[src/rtl/auth_pkg.sv]
// -----------------------------------------------------------------------------
// auth_pkg : shared types and helpers for the OTP verifier
// Rev 1.0  : initial release
// -----------------------------------------------------------------------------
`default_nettype none

package auth_pkg;

  localparam int DIGIT_W = 4;

  typedef enum logic [1:0] {
    IDLE    = 2'd0,
    ARMED   = 2'd1,
    GRANT   = 2'd2,
    LOCKOUT = 2'd3
  } state_t;

  // Width of the shared interval timer: wide enough for the longest interval.
  function automatic int timer_width(input int timeout_cycles,
                                     input int lock_cycles,
                                     input int grant_cycles);
    int m;
    m = timeout_cycles;
    if (lock_cycles > m) m = lock_cycles;
    if (grant_cycles > m) m = grant_cycles;
    return $clog2(m + 1);
  endfunction

endpackage

`default_nettype wire

[src/rtl/auth_timer.sv]
// -----------------------------------------------------------------------------
// auth_timer : loadable down-counter; done is high during the last counted cycle
// Rev 1.0    : initial release
// -----------------------------------------------------------------------------
`default_nettype none

module auth_timer #(
  parameter int WIDTH = 8
) (
  input  logic             clk,
  input  logic             reset,
  input  logic             load,
  input  logic [WIDTH-1:0] load_value,
  output logic             done
);

  logic [WIDTH-1:0] count;

  always_ff @(posedge clk) begin
    if (reset) begin
      count <= '0;
    end else if (load) begin
      count <= load_value;
    end else if (count != '0) begin
      count <= count - 1'b1;
    end
  end

  // The edge that sees count == 1 is the one that ends the interval.
  assign done = (count == WIDTH'(1));

endmodule

`default_nettype wire

[src/rtl/otp_verifier.sv]
// -----------------------------------------------------------------------------
// otp_verifier : captures a one-time code and checks keyed digit entries
// Rev 1.0      : initial release
// -----------------------------------------------------------------------------
`default_nettype none

module otp_verifier
  import auth_pkg::*;
#(
  parameter int DIGITS       = 4,
  parameter int MAX_TRIES    = 3,
  parameter int GRANT_CYCLES = 8,
  parameter int LOCK_CYCLES  = 16,
  parameter int OTP_TIMEOUT  = 100
) (
  input  logic                          clk,
  input  logic                          reset,
  input  logic                          otp_load,
  input  logic [DIGIT_W*DIGITS-1:0]     otp_in,
  input  logic                          digit_valid,
  input  logic [DIGIT_W-1:0]            digit_in,
  input  logic                          clear,
  output logic                          armed,
  output logic                          grant,
  output logic                          deny,
  output logic                          expired,
  output logic                          locked,
  output logic [$clog2(DIGITS+1)-1:0]   digit_count,
  output logic [$clog2(MAX_TRIES+1)-1:0] tries_left
);

  localparam int OTP_W   = DIGIT_W * DIGITS;
  localparam int CNT_W   = $clog2(DIGITS + 1);
  localparam int TRY_W   = $clog2(MAX_TRIES + 1);
  localparam int TIMER_W = timer_width(OTP_TIMEOUT, LOCK_CYCLES, GRANT_CYCLES);

  state_t             state, state_next;
  logic [OTP_W-1:0]   otp, otp_next;
  logic [OTP_W-1:0]   entry, entry_next, entry_shift;
  logic [CNT_W-1:0]   count_next;
  logic [TRY_W-1:0]   tries_next;
  logic               deny_next, expired_next;
  logic               timer_load, timer_done;
  logic [TIMER_W-1:0] timer_value;

  auth_timer #(.WIDTH(TIMER_W)) u_timer (
    .clk        (clk),
    .reset      (reset),
    .load       (timer_load),
    .load_value (timer_value),
    .done       (timer_done)
  );

  assign entry_shift = (entry << DIGIT_W) | OTP_W'(digit_in);

  always_comb begin
    state_next   = state;
    otp_next     = otp;
    entry_next   = entry;
    count_next   = digit_count;
    tries_next   = tries_left;
    deny_next    = 1'b0;
    expired_next = 1'b0;
    timer_load   = 1'b0;
    timer_value  = TIMER_W'(OTP_TIMEOUT);

    case (state)
      IDLE: begin
        if (otp_load) begin
          otp_next   = otp_in;
          entry_next = '0;
          count_next = '0;
          timer_load = 1'b1;
          state_next = ARMED;
        end
      end

      ARMED: begin
        if (timer_done) begin
          expired_next = 1'b1;
          otp_next     = '0;
          entry_next   = '0;
          count_next   = '0;
          state_next   = IDLE;
        end else if (otp_load) begin
          otp_next   = otp_in;
          entry_next = '0;
          count_next = '0;
          timer_load = 1'b1;
        end else if (clear) begin
          entry_next = '0;
          count_next = '0;
        end else if (digit_valid) begin
          if (digit_count == CNT_W'(DIGITS - 1)) begin
            entry_next = '0;
            count_next = '0;
            if (entry_shift == otp) begin
              otp_next    = '0;
              tries_next  = TRY_W'(MAX_TRIES);
              timer_load  = 1'b1;
              timer_value = TIMER_W'(GRANT_CYCLES);
              state_next  = GRANT;
            end else begin
              deny_next = 1'b1;
              if (tries_left != '0) tries_next = tries_left - 1'b1;
              // Last try used up: the code is burned and the keypad locks.
              if (tries_left <= TRY_W'(1)) begin
                otp_next    = '0;
                timer_load  = 1'b1;
                timer_value = TIMER_W'(LOCK_CYCLES);
                state_next  = LOCKOUT;
              end
            end
          end else begin
            entry_next = entry_shift;
            count_next = digit_count + 1'b1;
          end
        end
      end

      GRANT: begin
        if (timer_done) state_next = IDLE;
      end

      LOCKOUT: begin
        if (timer_done) begin
          tries_next = TRY_W'(MAX_TRIES);
          state_next = IDLE;
        end
      end

      default: state_next = IDLE;
    endcase
  end

  always_ff @(posedge clk) begin
    if (reset) begin
      state       <= IDLE;
      otp         <= '0;
      entry       <= '0;
      digit_count <= '0;
      tries_left  <= TRY_W'(MAX_TRIES);
      deny        <= 1'b0;
      expired     <= 1'b0;
    end else begin
      state       <= state_next;
      otp         <= otp_next;
      entry       <= entry_next;
      digit_count <= count_next;
      tries_left  <= tries_next;
      deny        <= deny_next;
      expired     <= expired_next;
    end
  end

  assign armed  = (state == ARMED);
  assign grant  = (state == GRANT);
  assign locked = (state == LOCKOUT);

endmodule

`default_nettype wire

[config.mk]
export PLATFORM = sky130hd
export DESIGN_NAME = otp_verifier
export DESIGN_NICKNAME = d
export VERILOG_FILES = /design/src/rtl/auth_pkg.sv /design/src/rtl/auth_timer.sv /design/src/rtl/otp_verifier.sv
export SDC_FILE = /design/constraint.sdc
export NUM_CORES = 1
export LEC_CHECK = 0
export CORE_MARGIN = 10
export CORE_UTILIZATION = 40
export DETAILED_ROUTE_END_ITERATION = 12
export PLACE_DENSITY = 0.67
export SLEW_MARGIN = 20
export SYNTH_ARGS = -nofsm -noshare
export SYNTH_HDL_FRONTEND = slang
export SYNTH_SLANG_ARGS = --single-unit
export TNS_END_PERCENT = 10
[constraint.sdc]
create_clock -name clk -period 4.7 [get_ports clk]
set_input_delay 0.94 -clock clk [delete_from_list [all_inputs] [get_ports clk]]
set_output_delay 0.94 -clock clk [all_outputs]
set_load 0.005 [all_outputs]
Word level (Yosys, flattened, before mapping) --
Cells that the tools add are included.
Cells by class: add/subtract/negate cells 3, magnitude comparators 1, equal/unequal tests 25, multiplexer cells 63, bitwise gates (word level) 4, reduce and logical (&&, ||, !) cells 13
Operator list (count):
- $mux 16 | 8
- $mux 12 | 6
- $mux 7 | 10
- $mux 2 | 17
- $pmux 16 s2 | 1
- $pmux 12 s2 | 1
- $mux 3 | 6
- $eq 16x16->1 | 1
- $or 16x4->16 | 1
- $mux 1 | 10
- $ne 2x2->1 const B | 5
- $ne 3x2->1 const B | 3
- $ne 4x3->1 const B | 2
- $reduce_and 8->1 | 1
- $reduce_bool 2->1 | 4
- $eq 7x1->1 const B | 1
- $reduce_and 7->1 | 1
- $reduce_bool 7->1 | 1
- $reduce_or 7->1 | 1
- $sub 7x1->7 const B | 1
- $ne 2x1->1 const B | 3
- $ne 3x1->1 const B | 2
- $pmux 2 s3 | 1
- $pmux 3 s2 | 1
- other kinds (17) | 21
Word-level totals: flip-flop bits (word level) 44, input port bits 25, output and inout bits 10, logic and storage cells 117

Depth between registers and ports, before layout --
Gate-level depths: netlist of the first run.
word-level depth 10, depth in mapped cells 8, mapped depth without buffers 7

By module --
From an unflattened synthesis of the first run, not the netlist that was laid out.
Second synthesis, totals: cell total of the unflattened synthesis 260, area, all modules 2290.9 um^2
By module, submodules not included:
- otp_verifier | times used 1, cells each 209, area each 1850.5 um^2, seq. area each 740.7 um^2
- auth_timer | times used 1, cells each 51, area each 440.4 um^2, seq. area each 140.1 um^2

Worst setup path after synthesis of the first run --
No wires, ideal clock.
path type input port to flip-flop, from input port digit_in[1], to register tries_left[0], library setup time 0.072 ns, data arrival time 2.279 ns, required time 4.628 ns, setup slack 2.349 ns, stages 6, path buffers 1, cell sequence xor2_1 -> nor4_1 -> nand4_1 -> clkbuf_1 -> a311oi_2 -> mux2i_1
Between the ends: longest elaborated chain between the ends 9, elaborated cells between the ends (all ways) 11, those cells by class 2 x eq/ne; 7 x mux; 1 x bitwise; 1 x reduce/logical
RTL lines:
- start, declared | line otp_verifier.sv:21 | input logic [DIGIT_W-1:0] digit_in,
- $or 16x4->16 * | line otp_verifier.sv:54 | assign entry_shift = (entry << DIGIT_W) | OTP_W'(digit_in);
- $eq 16x16->1 * | line otp_verifier.sv:97 | if (entry_shift == otp) begin
- $mux 2 | line otp_verifier.sv:97
- $mux 2 | line otp_verifier.sv:94 | if (digit_count == CNT_W'(DIGITS - 1)) begin
- $mux 2 | line otp_verifier.sv:93 | end else if (digit_valid) begin
- $mux 2 | line otp_verifier.sv:90 | end else if (clear) begin
- $mux 2 | line otp_verifier.sv:85 | end else if (otp_load) begin
- $mux 2 | line otp_verifier.sv:79 | if (timer_done) begin
- $pmux 2 s2 | line otp_verifier.sv:67 | case (state)
- end signal, assigned | line otp_verifier.sv:142 | tries_left <= TRY_W'(MAX_TRIES);
- end signal, assigned | line otp_verifier.sv:150 | tries_left <= tries_next;
- end, declared | line otp_verifier.sv:29 | output logic [$clog2(MAX_TRIES+1)-1:0] tries_left
Mark *: on every way between the ends. The rest lies on a longest branch, timed or not. The select of a mux whose other input is x is not followed. A chain may end at the register's enable or synchronous reset.

Worst setup path in the final report of the first run --
from register state[1], to output port locked
Between the ends: longest elaborated chain between the ends 1
RTL lines:
- start, declared | line otp_verifier.sv:37 | state_t state, state_next;
- start signal, assigned | line otp_verifier.sv:146 | state <= state_next;
- $eq 2x2->1 | line otp_verifier.sv:158 | assign locked = (state == LOCKOUT);
- end, declared | line otp_verifier.sv:27 | output logic locked,
Every way passes these cells.

==> results of run 1 <==
## kinds of logic (layout without fill, tap and decap cells)
| group | count (synthesis) | after routing | synth area share |
|---|---|---|---|
| adder cells (fa/ha/maj) | 5 | 5 | 0.0268 |
| flip-flops | 44 | 44 | 0.377 |
| AO/OA/AOI/OAI | 39 | 39 | 0.120 |
| multiplexers | 17 | 17 | 0.0728 |
| XOR/XNOR | 21 | 21 | 0.0787 |
| AND/OR/NAND/NOR | 129 | 129 | 0.278 |
| buffers and inverters | 28 | 57 | 0.0460 |
## Yosys cell counts (all sizes together) (2+ instances only)
cell    instances
o21a            2
a21oi           6
clkbuf         16
nor4           10
o21ai           6
o211ai         17
buf             2
nand2          48
ha              5
inv             9
nand3          18
nand2b          2
or3             4
nor3            8
dfxtp          44
mux2i          17
nor2           14
xnor2           4
nand4          17
xor2           17
## power by group
| part | internal, mW | total (mW) | switching [mW] |
|---|---|---|---|
| clock | 0.209 | 0.341 | 0.132 |
| sequential | 0.398 | 0.429 | 0.0306 |
| combinational | 0.0785 | 0.164 | 0.0856 |
| total | 0.686 | 0.934 | 0.248 |
## worst max-delay path: stages, from the launching register on
cell and delay, ns:
dfxtp_1 0.83, inv_1 0.33, nor2_1 0.29, clkdlybuf4s50_1 0.56
## final timing paths
check / from / depth (start not counted) / endpoint / slack, ns
worst max register to register: digit_count[0] / 6 / u_timer.count[6] / 2.46
worst min-delay path: entry[8] / 2 / entry[8] / 0.48
worst min register to register: entry[8] / 2 / entry[8] / 0.48
worst max-delay path: state[1] / 3 / locked / 1.46
## flip-flops by register name (all words and copies together), names as in the netlist
register       cells
expired            1
otp               16
deny               1
entry             12
u_timer.count      7
tries_left         2
digit_count        3
state              2
## metal layers
layer  vias to the layer above  GRT usage  part of all wire
li1                       1072          -                 -
met2                        45      0.185              0.41
met5                         -          0                 0
met1                       973      0.193              0.51
met3                         7     0.0332             0.059
met4                         0     0.0521             0.016
## metrics by stage
stage	total power [mW]	area, sq um	util	hold slack (ns)	std cells
finish	0.934	2880	0.516	0.483	384
global placement	0.599	2750	0.493	0.462	377
CTS	0.941	2880	0.516	0.487	384
global route	0.976	2880	0.516	0.514	384
detailed placement	0.601	2750	0.493	0.473	377
floorplan	0.546	2340	-	0.450	283
## final cells by class
class | instances | area [sq um]
multi-input cells | 211 | 1360
fillers | 527 | 2700
inverters | 10 | 37.5
flip-flops and latches | 44 | 881
clock inverters | 2 | 60.1
well taps | 72 | 90.1
repair buffers | 40 | 385
clock buffers | 5 | 68.8
==> impl_metrics.json, run 1 <==
{
  "insertion_delay_ns": 0.30,
  "root_buffer": "clkbuf_8",
  "die_w_um": 96.4,
  "powerDensity_mw_per_mm2": 325,
  "areaGrowthSynthToFinish_pct": 23.1,
  "cts.path.max_buffers": 2,
  "finalHoldViolCount": 0,
  "dp_slack_ns": 1.57,
  "numCtsBuffers": 5,
  "drive_above_1_share": 0.0577,
  "synth_seq_area_share": 0.377,
  "ir_worst_vdd_uv": 183,
  "finalSetupViolCount": 0,
  "overflow": 0,
  "hold_buffers": 0,
  "status": "complete, no violations",
  "grt_pass1_wl_um": 10000,
  "fin_skew_ns": 0.00964,
  "synth.largest_area_cell": "dfxtp_1",
  "synth.area.top_cells": "dfxtp_1 (38%), nand2_1 (7.7%), mux2i_1 (7.3%)",
  "start_util": 0.419,
  "ant_nets": 0,
  "drtPass1Iterations": 4,
  "row_count": 27,
  "netlist_area_sq_mm": 0.00234,
  "p_leak_nw": 1.15,
  "timing.final.ws_setup_ns": 1.46,
  "path_clk_slew_ns": 0.08,
  "num_antenna_cells": 0,
  "timing.final.max_slew_violations": 0,
  "core_sq_mm": 0.00557,
  "ioPinCount": 35,
  "grt_pass1_vias": 2015,
  "vias_per_cell": 5.46,
  "synthArstFlopShare": 0,
  "rsz0062_at_grt": "false",
  "io_buffers": 34,
  "drtIter0Drc": 149,
  "hold_class": "reg2reg",
  "grt_antenna_before_repair": 0,
  "fp.dieH_um": 96.4,
  "post_cts_buffers": 0,
  "wl_um": 6030,
  "htreeDepth": 2,
  "syn_avg_cell_area_sq_um": 8.26,
  "crit_arrival_ns": 2.30,
  "cp-start-kind": "flip-flop",
  "wl_per_cell_um": 15.7,
  "end_kind": "primary output",
  "ys_types": 39,
  "slew_headroom": 0.273,
  "vias": 2097,
  "dpl.hpwl_um": 4320,
  "gp_congestion": 0.853,
  "grt_max_degree": 32,
  "cts_tree": "built",
  "finalCriticalPeriod_ns": 3.24,
  "cp_max_fo": 22,
  "dieArea_sq_mm": 0.00930,
  "synth_edf_count": 0,
  "syn_inst": 283,
  "timing.final.crit_share": 0.689,
  "cts_resized": 0,
  "maxCapViolCount": 0,
  "synth_nets": 313,
  "grtUsageTotal": 0.134,
  "num-nets-final": 342,
  "cp_data_required_time_ns": 3.76,
  "synth_top_area_frac": 0.377,
  "final_cell_mix": "nand2_1 (48), dfxtp_1 (44), clkdlybuf4s50_1 (34)",
  "tightestPinTransition_ns": 1.09,
  "path_class": "reg2out",
  "fmax_mhz": 309,
  "final_common_cell": "nand2_1",
  "ys.flop_type": "dfxtp_1",
  "setup_tns_ns": 0,
  "ys_ff_latch": 44,
  "cts.sinks": 44,
  "route.detailed.drc": 0,
  "synth_warnings": 0
}
No activity file was read; power rests on OpenSTA's default activity.
==> inputs of run 2 (changes only) <==
Settings changed: PLACE_DENSITY 0.67 to 0.69.
Clock period 4.7 ns to 2.96 ns, I/O delays scaled along.
==> run 2 against run 1 <==
Compared with the run above:
- power rose by 54%
- combinational power rose by 63%
- sequential power rose by 59%
- critical path type is now in2reg
- critical endpoint is now u_timer.count[4]
- global-route usage rose by 0.66 points
- flip-flop and latch count did not move
- largest power group unchanged
- final cell count rose by 1.3%
- worst setup slack got worse by 0.91 ns
- clock power rose by 45%
==> impl_metrics.json, run 2 (synthesis results as in run 1) <==
{
  "slowest_delay_ns": 0.47,
  "cts_resized": 0,
  "cts.path.max_buffers": 2,
  "gp_congestion": 0.847,
  "areaGrowthSynthToFinish_pct": 24.1,
  "ioPinCount": 35,
  "insertion_delay_ns": 0.30,
  "p_leak_nw": 1.16,
  "fp.dieH_um": 96.4,
  "dp.cells": 381,
  "fill_cells": 524,
  "cts.sinks": 44,
  "num-nets-final": 346,
  "final_cell_mix": "nand2_1 (48), dfxtp_1 (44), clkdlybuf4s50_1 (34)",
  "finalHoldViolCount": 0,
  "comb_power_share": 0.185,
  "drtPass1Iterations": 4,
  "setup_tns_ns": 0,
  "root_buffer": "clkbuf_8",
  "largest_register_ffs": 16,
  "crit_chain": "clkdlybuf4s50_1 > nand4bb_1 > or3_1 > or2_2 > a21oi_1 > o311a_1",
  "top_register": "otp",
  "grt_pass1_vias": 2110,
  "end_kind": "flip-flop",
  "pwr-share-seq": 0.472,
  "wl_per_cell_um": 16.0,
  "grt_antenna_before_repair": 0,
  "grt_max_degree": 32,
  "tightestPinTransition_ns": 0.507,
  "ff_latch_area_sq_um": 881,
  "io_buffers": 34,
  "numCtsBuffers": 5,
  "post_cts_buffers": 0,
  "start_util": 0.419,
  "timing.final.max_slew_violations": 0,
  "overflow": 0,
  "vias_per_cell": 5.61,
  "p_int_mw": 1.04,
  "grtUsageTotal": 0.141,
  "cp_data_required_time_ns": 3.20,
  "multi_input_area_sq_mm": 0.00136,
  "cp-start-kind": "input pin",
  "finalSetupViolCount": 0,
  "fmax_mhz": 416,
  "htreeDepth": 2,
  "dieArea_sq_mm": 0.00930,
  "p_clk_frac": 0.343,
  "row_count": 27,
  "maxCapViolCount": 0,
  "timing.final.crit_share": 0.813,
  "swShare": 0.281,
  "die_w_um": 96.4,
  "drive_above_1_share": 0.0726,
  "grt_pass1_wl_um": 10400,
  "status": "complete, no violations",
  "finalCriticalPeriod_ns": 2.41,
  "dp_slack_ns": 0.334,
  "core_sq_mm": 0.00557,
  "num_antenna_cells": 0,
  "total_power_mw": 1.44,
  "route.detailed.drc": 0,
  "slew_headroom": 0.661,
  "ir_worst_vdd_uv": 227,
  "fin_skew_ns": 0.00740,
  "reg_top3": "otp x16, entry x12, u_timer.count x7",
  "hold_buffers": 0,
  "layoutNonFillerInstCount": 389,
  "ant_nets": 0,
  "dpl.hpwl_um": 4320,
  "drtIter0Drc": 199,
  "powerDensity_mw_per_mm2": 497,
  "vias": 2183,
  "switchingPower_mw": 0.405,
  "wl_um": 6240,
  "final_common_cell": "nand2_1",
  "critPathSlowestCell": "clkdlybuf4s50_1",
  "rsz0062_at_grt": "false",
  "worst_hold_slack_ns": 0.482,
  "hold_class": "reg2reg",
  "cp_max_fo": 5,
  "crit_arrival_ns": 2.65,
  "cts_tree": "built",
  "path_class": "in2reg",
  "timing.final.ws_setup_ns": 0.554,
  "path_clk_slew_ns": 0.08
}
==> run 2: cell type report <==
class,instances,share of cell area
flip-flops and latches,44,0.304
repair buffers,44,0.143
inverters,10,0.0129
clock inverters,2,0.0134
multi-input cells,211,0.467
clock buffers,6,0.0285
well taps,72,0.0311
==> run 2: worst paths after layout <==
kind / startpoint / end / slack (ns) / cells past startpoint
hold reg to reg: entry[8] / entry[8] / 0.48 / 2
setup reg to reg: digit_count[0] / u_timer.count[4] / 0.79 / 6
hold / removal: entry[8] / entry[8] / 0.48 / 2
setup / recovery: clear / u_timer.count[4] / 0.55 / 6
==> run 2: layer usage <==
metal | wire length (um) | GRT usage
met4 | 52 | 0.0436
met3 | 404 | 0.0332
met5 | 0 | 0
met2 | 2720 | 0.199
met1 | 3060 | 0.204
==> run 2: through the flow <==
stage	util	area, sq um
after global routing	0.520	2900
after global placement	0.499	2780
after detailed placement	0.499	2780
after CTS	0.520	2900
final	0.520	2900
after floorplan	-	2340
==> run 2: critical path: cells and delay by family <==
| family | cells | cell delay [ns] |
|---|---|---|
| AND/OR/NAND/NOR | 3 | 1.02 |
| AO/OA/AOI/OAI | 2 | 0.56 |
| buffers and inverters | 1 | 0.47 |
==> run 2: power groups by stage <==
stage	registers (mW)	logic, mW	clock network, mW
floorplan	0.678	0.190	0
global placement	0.690	0.262	0
detailed placement	0.693	0.264	0
CTS	0.678	0.267	0.507
global route	0.686	0.299	0.531
finish	0.680	0.267	0.494
